$ cat src/rtl/search_arbiter_if.sv
// Bundle between search_arbiter and its environment: requester handshake/results plus
// the binary-search engine start/value/found/notfound/addr signals.
interface search_arbiter_if #(
    parameter int unsigned NREQ = 2
);
    logic [NREQ-1:0]   req;
    logic [NREQ*8-1:0] value_in;
    logic [NREQ-1:0]   ack;
    logic              res_found;
    logic [4:0]        res_addr;
    logic [2:0]        res_id;
    logic              res_timeout;
    logic              busy;
    logic              eng_start;
    logic [7:0]        eng_value;
    logic              eng_found;
    logic              eng_notfound;
    logic [4:0]        eng_addr;

    // Environment side: requesters and the search engine.
    modport master (
        output req, value_in, eng_found, eng_notfound, eng_addr,
        input  ack, res_found, res_addr, res_id, res_timeout, busy, eng_start, eng_value
    );

    // Arbiter side.
    modport slave (
        input  req, value_in, eng_found, eng_notfound, eng_addr,
        output ack, res_found, res_addr, res_id, res_timeout, busy, eng_start, eng_value
    );
endinterface

$ cat src/rtl/search_arbiter.sv
// Round-robin arbiter sharing one binary-search engine among NREQ requesters.
// Optional WAIT watchdog enabled by defining SEARCH_TIMEOUT_EN.
module search_arbiter #(
    parameter int unsigned NREQ           = 2,
    parameter int unsigned TIMEOUT_CYCLES = 64
) (
    input logic            clk,
    input logic            reset,
    search_arbiter_if.slave bus
);

    typedef enum logic [1:0] {StIdle, StGrant, StWait, StRelease} state_e;

    state_e          state_q, state_d;
    logic [2:0]      rr_q, rr_d;
    logic [2:0]      sel_q, sel_d;
    logic [7:0]      key_q, key_d;
    logic            start_q, start_d;
    logic [NREQ-1:0] ack_q, ack_d;
    logic            found_q, found_d;
    logic [4:0]      addr_q, addr_d;
    logic [2:0]      id_q, id_d;

`ifdef SEARCH_TIMEOUT_EN
    logic [7:0]      cnt_q, cnt_d;
    logic            tmo_q, tmo_d;
`else
    logic [31:0]     unused_timeout_cycles;
    assign unused_timeout_cycles = 32'(TIMEOUT_CYCLES);
`endif

    logic [2*NREQ-1:0] req_dbl, req_shift;
    logic [NREQ-1:0]   req_rot;
    logic              pick_valid;
    logic [2:0]        pick_idx;
    logic [7:0]        pick_key;
    logic [3:0]        pick_sum;
    logic [NREQ-1:0]   sel_onehot;
    logic [3:0]        rr_next;
    logic              finish;

    // Rotate requests so bit 0 is the requester at the round-robin pointer.
    always_comb begin
        req_dbl    = {bus.req, bus.req};
        req_shift  = req_dbl >> rr_q;
        req_rot    = req_shift[NREQ-1:0];
        pick_valid = 1'b0;
        pick_idx   = '0;
        pick_sum   = '0;
        for (int unsigned j = 0; j < NREQ; j++) begin
            if (!pick_valid && req_rot[j]) begin
                pick_valid = 1'b1;
                pick_sum   = 4'(rr_q) + 4'(j);
                if (pick_sum >= 4'(NREQ)) begin
                    pick_sum = pick_sum - 4'(NREQ);
                end
                pick_idx = pick_sum[2:0];
            end
        end
        pick_key = '0;
        for (int unsigned k = 0; k < NREQ; k++) begin
            if (3'(k) == pick_idx) begin
                pick_key = bus.value_in[k*8 +: 8];
            end
        end
        sel_onehot = '0;
        for (int unsigned k = 0; k < NREQ; k++) begin
            sel_onehot[k] = (3'(k) == sel_q);
        end
        rr_next = 4'(sel_q) + 4'd1;
        if (rr_next >= 4'(NREQ)) begin
            rr_next = '0;
        end
    end

    always_comb begin
        state_d = state_q;
        rr_d    = rr_q;
        sel_d   = sel_q;
        key_d   = key_q;
        start_d = start_q;
        ack_d   = '0;
        found_d = found_q;
        addr_d  = addr_q;
        id_d    = id_q;
        finish  = 1'b0;
`ifdef SEARCH_TIMEOUT_EN
        cnt_d   = cnt_q;
        tmo_d   = tmo_q;
`endif
        unique case (state_q)
            StIdle: begin
                if (pick_valid) begin
                    sel_d   = pick_idx;
                    key_d   = pick_key;
                    state_d = StGrant;
                end
            end
            StGrant: begin
                start_d = 1'b1;
                state_d = StWait;
`ifdef SEARCH_TIMEOUT_EN
                cnt_d   = '0;
`endif
            end
            StWait: begin
                // found wins when the engine raises both flags.
                if (bus.eng_found || bus.eng_notfound) begin
                    found_d = bus.eng_found;
                    addr_d  = bus.eng_found ? bus.eng_addr : 5'd0;
                    finish  = 1'b1;
`ifdef SEARCH_TIMEOUT_EN
                    tmo_d   = 1'b0;
                end else if (cnt_q == 8'(TIMEOUT_CYCLES - 1)) begin
                    found_d = 1'b0;
                    addr_d  = 5'd0;
                    tmo_d   = 1'b1;
                    finish  = 1'b1;
                end else begin
                    cnt_d   = cnt_q + 8'd1;
`endif
                end
                if (finish) begin
                    ack_d   = sel_onehot;
                    id_d    = sel_q;
                    start_d = 1'b0;
                    state_d = StRelease;
                end
            end
            StRelease: begin
                if (!bus.eng_found && !bus.eng_notfound) begin
                    rr_d    = rr_next[2:0];
                    state_d = StIdle;
                end
            end
            default: state_d = StIdle;
        endcase
    end

    always_ff @(posedge clk) begin
        if (reset) begin
            state_q <= StIdle;
            rr_q    <= '0;
            sel_q   <= '0;
            key_q   <= '0;
            start_q <= 1'b0;
            ack_q   <= '0;
            found_q <= 1'b0;
            addr_q  <= '0;
            id_q    <= '0;
`ifdef SEARCH_TIMEOUT_EN
            cnt_q   <= '0;
            tmo_q   <= 1'b0;
`endif
        end else begin
            state_q <= state_d;
            rr_q    <= rr_d;
            sel_q   <= sel_d;
            key_q   <= key_d;
            start_q <= start_d;
            ack_q   <= ack_d;
            found_q <= found_d;
            addr_q  <= addr_d;
            id_q    <= id_d;
`ifdef SEARCH_TIMEOUT_EN
            cnt_q   <= cnt_d;
            tmo_q   <= tmo_d;
`endif
        end
    end

    assign bus.ack       = ack_q;
    assign bus.res_found = found_q;
    assign bus.res_addr  = addr_q;
    assign bus.res_id    = id_q;
    assign bus.busy      = (state_q != StIdle);
    assign bus.eng_start = start_q;
    assign bus.eng_value = key_q;
`ifdef SEARCH_TIMEOUT_EN
    assign bus.res_timeout = tmo_q;
`else
    assign bus.res_timeout = 1'b0;
`endif

endmodule

$ cat src/flat_wrapper.sv
// flat-port wrapper written by rule: the top's interface ports become plain ports
module search_arbiter_flat 
#(
    parameter int unsigned NREQ           = 2,
    parameter int unsigned TIMEOUT_CYCLES = 64
)
  (clk, reset, bus_req, bus_value_in, bus_eng_found, bus_eng_notfound, bus_eng_addr, bus_ack, bus_res_found, bus_res_addr, bus_res_id, bus_res_timeout, bus_busy, bus_eng_start, bus_eng_value);
  search_arbiter_if #(.NREQ(NREQ)) bus_i ();
  input logic clk;
  input logic reset;
  input wire logic [$bits(bus_i.req)-1:0] bus_req;
  input wire logic [$bits(bus_i.value_in)-1:0] bus_value_in;
  input wire logic [$bits(bus_i.eng_found)-1:0] bus_eng_found;
  input wire logic [$bits(bus_i.eng_notfound)-1:0] bus_eng_notfound;
  input wire logic [$bits(bus_i.eng_addr)-1:0] bus_eng_addr;
  output wire logic [$bits(bus_i.ack)-1:0] bus_ack;
  output wire logic [$bits(bus_i.res_found)-1:0] bus_res_found;
  output wire logic [$bits(bus_i.res_addr)-1:0] bus_res_addr;
  output wire logic [$bits(bus_i.res_id)-1:0] bus_res_id;
  output wire logic [$bits(bus_i.res_timeout)-1:0] bus_res_timeout;
  output wire logic [$bits(bus_i.busy)-1:0] bus_busy;
  output wire logic [$bits(bus_i.eng_start)-1:0] bus_eng_start;
  output wire logic [$bits(bus_i.eng_value)-1:0] bus_eng_value;
  assign bus_i.req = bus_req;
  assign bus_i.value_in = bus_value_in;
  assign bus_i.eng_found = bus_eng_found;
  assign bus_i.eng_notfound = bus_eng_notfound;
  assign bus_i.eng_addr = bus_eng_addr;
  assign bus_ack = bus_i.ack;
  assign bus_res_found = bus_i.res_found;
  assign bus_res_addr = bus_i.res_addr;
  assign bus_res_id = bus_i.res_id;
  assign bus_res_timeout = bus_i.res_timeout;
  assign bus_busy = bus_i.busy;
  assign bus_eng_start = bus_i.eng_start;
  assign bus_eng_value = bus_i.eng_value;
  search_arbiter #(.NREQ(NREQ), .TIMEOUT_CYCLES(TIMEOUT_CYCLES)) u_core (.clk(clk), .reset(reset), .bus(bus_i));
endmodule
$ cat config.mk
export PLATFORM = sky130hd
export DESIGN_NAME = search_arbiter_flat
export DESIGN_NICKNAME = d
export VERILOG_FILES = /design/src/rtl/search_arbiter_if.sv /design/src/rtl/search_arbiter.sv /design/src/flat_wrapper.sv
export SDC_FILE = /design/constraint.sdc
export NUM_CORES = 1
export LEC_CHECK = 0
export ABC_AREA = 1
export CAP_MARGIN = 20
export CORE_MARGIN = 2
export CORE_UTILIZATION = 31
export CTS_CLUSTER_SIZE = 24
export DETAILED_ROUTE_END_ITERATION = 8
export DONT_BUFFER_PORTS = 1
export HOLD_SLACK_MARGIN = 0.1
export PLACE_DENSITY = 0.46
export REMOVE_ABC_BUFFERS = 1
export SLEW_MARGIN = 20
export SYNTH_ARGS = -nofsm -noshare
export SYNTH_HDL_FRONTEND = slang
export SYNTH_SLANG_ARGS = --single-unit
$ cat constraint.sdc
create_clock -name clk -period 2.4 [get_ports clk]
set_input_delay 0.72 -clock clk [delete_from_list [all_inputs] [get_ports clk]]
set_output_delay 0.72 -clock clk [all_outputs]
set_load 0.1 [all_outputs]
==> results of run 1 <==
==> area by class of cell <==
class	count	area, um2
clock buffers	3	41.29
clock inverters	1	30.03
fillers	530	2955
inverters	45	168.9
multi-input cells	140	812.0
flip-flops and latches	28	560.5
well taps	67	83.83
repair buffers	22	165.2
==> report_power, final <==
part | internal [W] | total (W) | switching, W
Sequential | 0.000549 | 0.000594 | 0.0000451
Clock | 0.000223 | 0.000372 | 0.000149
Combinational | 0.000225 | 0.000985 | 0.000759
Total | 0.000998 | 0.00195 | 0.000954
==> sequential cells by signal, summed over array words and instances, names as in the netlist <==
name,count
u_core.bus.eng_value,8
u_core.bus.res_addr,5
u_core.bus.res_id,3
u_core.rr_q,3
u_core.sel_q,3
u_core.bus.ack,2
u_core.state_q,2
u_core.bus.eng_start,1
u_core.bus.res_found,1
==> layer usage <==
layer | vias up | global-route usage, % | share of wire [%]
li1 | 709 | - | -
met1 | 534 | 15.87 | 50
met2 | 26 | 16.91 | 43
met3 | 4 | 3.042 | 5.0
met4 | 0 | 4.678 | 1.4
met5 | - | 0 | 0
==> cells in the mapped netlist <==
master	number	area share [%]
nand2_1	44	10
inv_1	39	9.3
dfxtp_1	28	36
nor2_1	24	5.7
ha_1	13	10
nand3_1	11	3.5
o22ai_1	8	3.2
inv_2	6	1.4
a21oi_1	5	1.6
nand2_2	5	2.0
nor3_1	4	1.3
o21ai_0	4	1.3
nand3_2	3	1.9
nor2_2	3	1.2
nor2_4	3	2.1
o21ai_1	3	0.95
buf_6	2	1.4
nand2_4	2	1.4
nand4_1	2	0.79
a211oi_1	1	0.48
a211oi_2	1	0.79
buf_2	1	0.32
buf_4	1	0.48
conb_1	1	0.24
nor2_8	1	1.3
o211ai_1	1	0.48
xnor2_1	1	0.56
==> how the worst max path moves through the flow <==
stage | slack [ps] | end
5_1_grt | 250 | bus_busy
6_report | 300 | bus_busy
3_5_place_dp | 530 | u_core.sel_q[1]
3_3_place_gp | 560 | u_core.sel_q[1]
4_1_cts | 290 | bus_busy
2_1_floorplan | 440 | bus_busy
==> metrics by stage <==
stage / area, um2 / power (W) / hold WS [ps] / utilization [%] / worst slack (ps)
3_5_place_dp: 1790 / 0.001596 / 483.8 / 37.17 / 525.5
3_3_place_gp: 1790 / 0.001596 / 465.8 / 37.17 / 560.2
6_report: 1862 / 0.001951 / 503.6 / 38.65 / 298.8
4_1_cts: 1862 / 0.001979 / 493.6 / 38.65 / 285.3
2_1_floorplan: 1541 / 0.001412 / 506.0 / - / 438.1
5_1_grt: 1862 / 0.002065 / 492.2 / 38.65 / 251.8
==> kinds of logic (layout without fill, tap and decap cells) <==
group,Yosys count,count (layout),synth area share [%]
simple gates,102,102,31.67
buf+inv,49,71,12.94
flops,28,28,35.56
compound gates,23,23,8.730
fa+ha+maj,13,13,10.32
other cells,1,1,0.2379
xor+xnor,1,1,0.5557
==> flow_summary.yaml, run 1 <==
critical_path:
  cp-startpoint: "u_core.state_q[0]"
  crit_buf_inv: 3
  timing.rr.start: "u_core.rr_q[0]"
  worstPathRequired_ps: 1680
  worstReg2RegEnd: "u_core.bus.eng_value[1]"
  cp_max_fo: 4
  critPathMaxStageDelay_ps: 390
  start_kind: "flop"
  crit_type: "reg2out"
  crit_family: "buffers and inverters"
  crit_path_end_kind: "output port"
  cp.depth: 4
  crit_path_frequent_cell: "inv_1"
  cp_slowest_cell: "dfxtp_1"
  arrival_ps: 1380
  crit_chain: "inv_1, ha_1, inv_1, buf_4"
  rrSetupSlack_ps: 600
  rr_worst_depth: 13
min_path:
  hp-class: "in2reg"
  hold_depth: 1
  hold-path-endpoint: "u_core.rr_q[2]"
  worstHoldStart: "reset"
yosys:
  synth_area_per_cell_um2: 7.265
  synth_seq_area_share_pct: 35.56
  ys_ff_latch: 28
  syn_area_um2: 1577
  netlist_instances: 217
  ys_types: 27
  ys.warnings.count: 0
clocking:
  cts.clk_slew.worst_paths_ps: 100
  tritoncts: "built"
  htree_levels: 1
  cts_buffers: 3
  cts_hold_buf: 0
  clk_latency_ps: 280
  postCtsSetupRepairBufs: 0
  clock_path_buffers: 2
  cts.sinks: 28
  cts_root_buf: "clkbuf_8"
  ctsResizeCount: 0
power:
  p_per_area_nw_per_um2: 1048
  vdd_ir_drop_max_mv: 0.4230
  leakagePower_nw: 0.9538
layout:
  n_antenna_cell: 0
  final_cells: 306
  drive_above_1_share_pct: 20.92
  nets: 280
  final_cell_mix: "44 x nand2_1, 39 x inv_1, 28 x dfxtp_1, 24 x nor2_1, 22 x buf_4"
  final_common_cell: "nand2_1"
  syn2layout_area_growth_pct: 18.10
sta:
  fmax_mhz: 475.9
  hold_viol: 0
  layout_min_cycle_time_ps: 2101
  period_share_pct: 87.55
  rsz0062_at_grt: "no"
  setup_viol: 0
  fin_skew_ps: 7.200
  maxSlewViolCount: 0
  fin_setup_tns_ps: 0
floorplanning:
  die_area_um2: 5672
  rows: 25
  initial_core_util_pct: 32.73
  die_h_um: 75.31
  pin_count: 49
  core_area_um2: 4817
  chipWidth_um: 75.31
routing:
  vias: 1273
  detail_route.wl_per_cell_um: 10.45
  drt_pass1_iterations: 4
  drc: 0
  wl_um: 3197
  drt-initial-drc-count: 37
  ant_nets: 0
  vias_per_cell: 4.160
global_routing:
  antenna_found_initial: 0
  overflow: 0
  grt_pass1_vias: 1125
  grt_use_total_pct: 11.45
  grt_max_degree: 21
  grt_first_pass_wirelength_um: 4968
flow_run:
  cap_violations: 0
placement:
  dp_cells: 302
  gp_congestion: 0.7151
  dpl.hpwl_um: 2414
  io_buffers: 0
outcome:
  status: "finished clean"
Power figures use the tool's default switching activity.
==> inputs of run 2 (changes only) <==
Clock period 2.4 ns to 2 ns, I/O delays scaled along.
==> flow_summary.yaml, run 2 (synthesized netlist as in run 1, its figures left out) <==
layout:
  multi_input_area_um2: 812.0
  nets: 281
  n_antenna_cell: 0
  final_common_cell: "nand2_1"
  regArea_um2: 560.5
  final_area_um2: 1882
  final_cells: 307
  largest_reg_flops: 8
  syn2layout_area_growth_pct: 19.36
  final_cell_mix: "44 x nand2_1, 39 x inv_1, 28 x dfxtp_1, 24 x nor2_1, 22 x buf_4"
  drive_above_1_share_pct: 21.25
  n_fill_cell: 519
critical_path:
  crit_family: "buffers and inverters"
  crit_type: "reg2out"
  crit_buf_inv: 3
  rr_worst_depth: 13
  start_kind: "flop"
  crit_chain: "inv_1, ha_1, inv_1, buf_12"
  crit_path_end_kind: "output port"
  crit_path_frequent_cell: "inv_1"
  timing.rr.start: "u_core.rr_q[0]"
  worstReg2RegEnd: "u_core.bus.eng_value[6]"
  cp_max_fo: 4
  arrival_ps: 1300
  endpoint: "bus_busy"
  critPathMaxStageDelay_ps: 380
  worstPathRequired_ps: 1400
  cp_slowest_cell: "dfxtp_1"
  rrSetupSlack_ps: 280
  cp.depth: 4
  cp-startpoint: "u_core.state_q[0]"
routing:
  vias_per_cell: 4.124
  wl_um: 3201
  drt-initial-drc-count: 41
  drc: 0
  drt_pass1_iterations: 6
  top_layer_used: "met4"
  route.met2.wl_um: 1425
  ant_nets: 0
  wl_met3_um: 147
  vias: 1266
  detail_route.wl_per_cell_um: 10.43
  wl_met1_um: 1600
clocking:
  clock_path_buffers: 2
  cts_buffers: 3
  htree_levels: 1
  ctsResizeCount: 0
  cts.clk_slew.worst_paths_ps: 100
  tritoncts: "built"
  cts.sinks: 28
  clk_latency_ps: 270
  cts_root_buf: "clkbuf_8"
  cts_hold_buf: 0
  postCtsSetupRepairBufs: 0
placement:
  dpl.hpwl_um: 2457
  gp_congestion: 0.7534
  dp_cells: 303
  placedInstanceArea_um2: 1810
  io_buffers: 0
power:
  pwr-share-comb_pct: 51.3
  finalPower_w: 0.002371
  netSwitchingPower_w: 0.001146
  vdd_ir_drop_max_mv: 0.4359
  p_per_area_nw_per_um2: 1260
  seqPwrFrac_pct: 30.0
  leakagePower_nw: 0.9636
  p_int_w: 0.001224
  switching_share_pct: 48.35
  pwr-share-clk_pct: 18.8
floorplanning:
  die_area_um2: 5672
  chipWidth_um: 75.31
  rows: 25
  initial_core_util_pct: 32.73
  die_h_um: 75.31
  pin_count: 49
  core_area_um2: 4817
sta:
  fmax_mhz: 527.5
  hold_slack_ps: 387.9
  layout_min_cycle_time_ps: 1896
  hold_viol: 0
  period_share_pct: 94.79
  setup_viol: 0
  fin_setup_tns_ps: 0
  maxSlewViolCount: 0
  fin_skew_ps: 6.028
  rsz0062_at_grt: "no"
outcome:
  status: "finished clean"
global_routing:
  antenna_found_initial: 0
  grt_max_degree: 21
  grt_use_total_pct: 11.32
  grt_first_pass_wirelength_um: 5009
  overflow: 0
  grt_pass1_vias: 1135
min_path:
  worstHoldStart: "reset"
  hp-class: "in2reg"
flow_run:
  cap_violations: 0
## run 2: cell types whose count changed in the layout (fill, tap and decap cells not counted)
cell / previous run / this run
buf_12: 0 / 1
## run 2: how the worst min path moves through the flow
| stage | end | cells after the start | slack (ps) |
|---|---|---|---|
| final | u_core.rr_q[2] | 1 | 390 |
| after floorplan | u_core.sel_q[1] | 2 | 510 |
| after global placement | u_core.bus.eng_start | 2 | 470 |
| after global routing | u_core.rr_q[2] | 1 | 380 |
| after detailed placement | u_core.bus.eng_start | 2 | 470 |
| after CTS | u_core.rr_q[1] | 1 | 380 |
## run 2: area by class of cell
type / count / area share [%]
multi-input combinational: 140 / 43.15
sequential: 28 / 29.79
timing repair buffer: 23 / 9.840
inverter: 45 / 8.976
tap: 67 / 4.455
clock buffer: 3 / 2.194
clock inverter: 1 / 1.596
## run 2: per-stage QoR
stage	worst slack, ps	util (%)
after floorplan	158.1	-
after global placement	286.6	37.58
after detailed placement	242.4	37.58
after CTS	69.63	39.06
after global routing	38.62	39.06
final	104.2	39.06
## run 2: routing by layer
layer	up-vias	GRT usage [%]
met5	-	0
met4	0	3.509
met3	2	3.042
met2	18	16.91
met1	538	15.97
li1	708	-
## run 2: power by group through the flow
stage | Clock [W] | Sequential [W] | Combinational [W]
floorplan | 0 | 0.00123 | 0.000467
global placement | 0 | 0.000726 | 0.00122
detailed placement | 0 | 0.000725 | 0.00122
CTS | 0.000462 | 0.000712 | 0.00123
global route | 0.000477 | 0.000726 | 0.00131
finish | 0.000445 | 0.000710 | 0.00122
==> inputs of run 3 (changes only) <==
Clock period 2 ns to 2.4 ns, I/O delays scaled along.
==> results of run 3 <==
No change in the layout: final DEF, timing and power equal those of run 1.
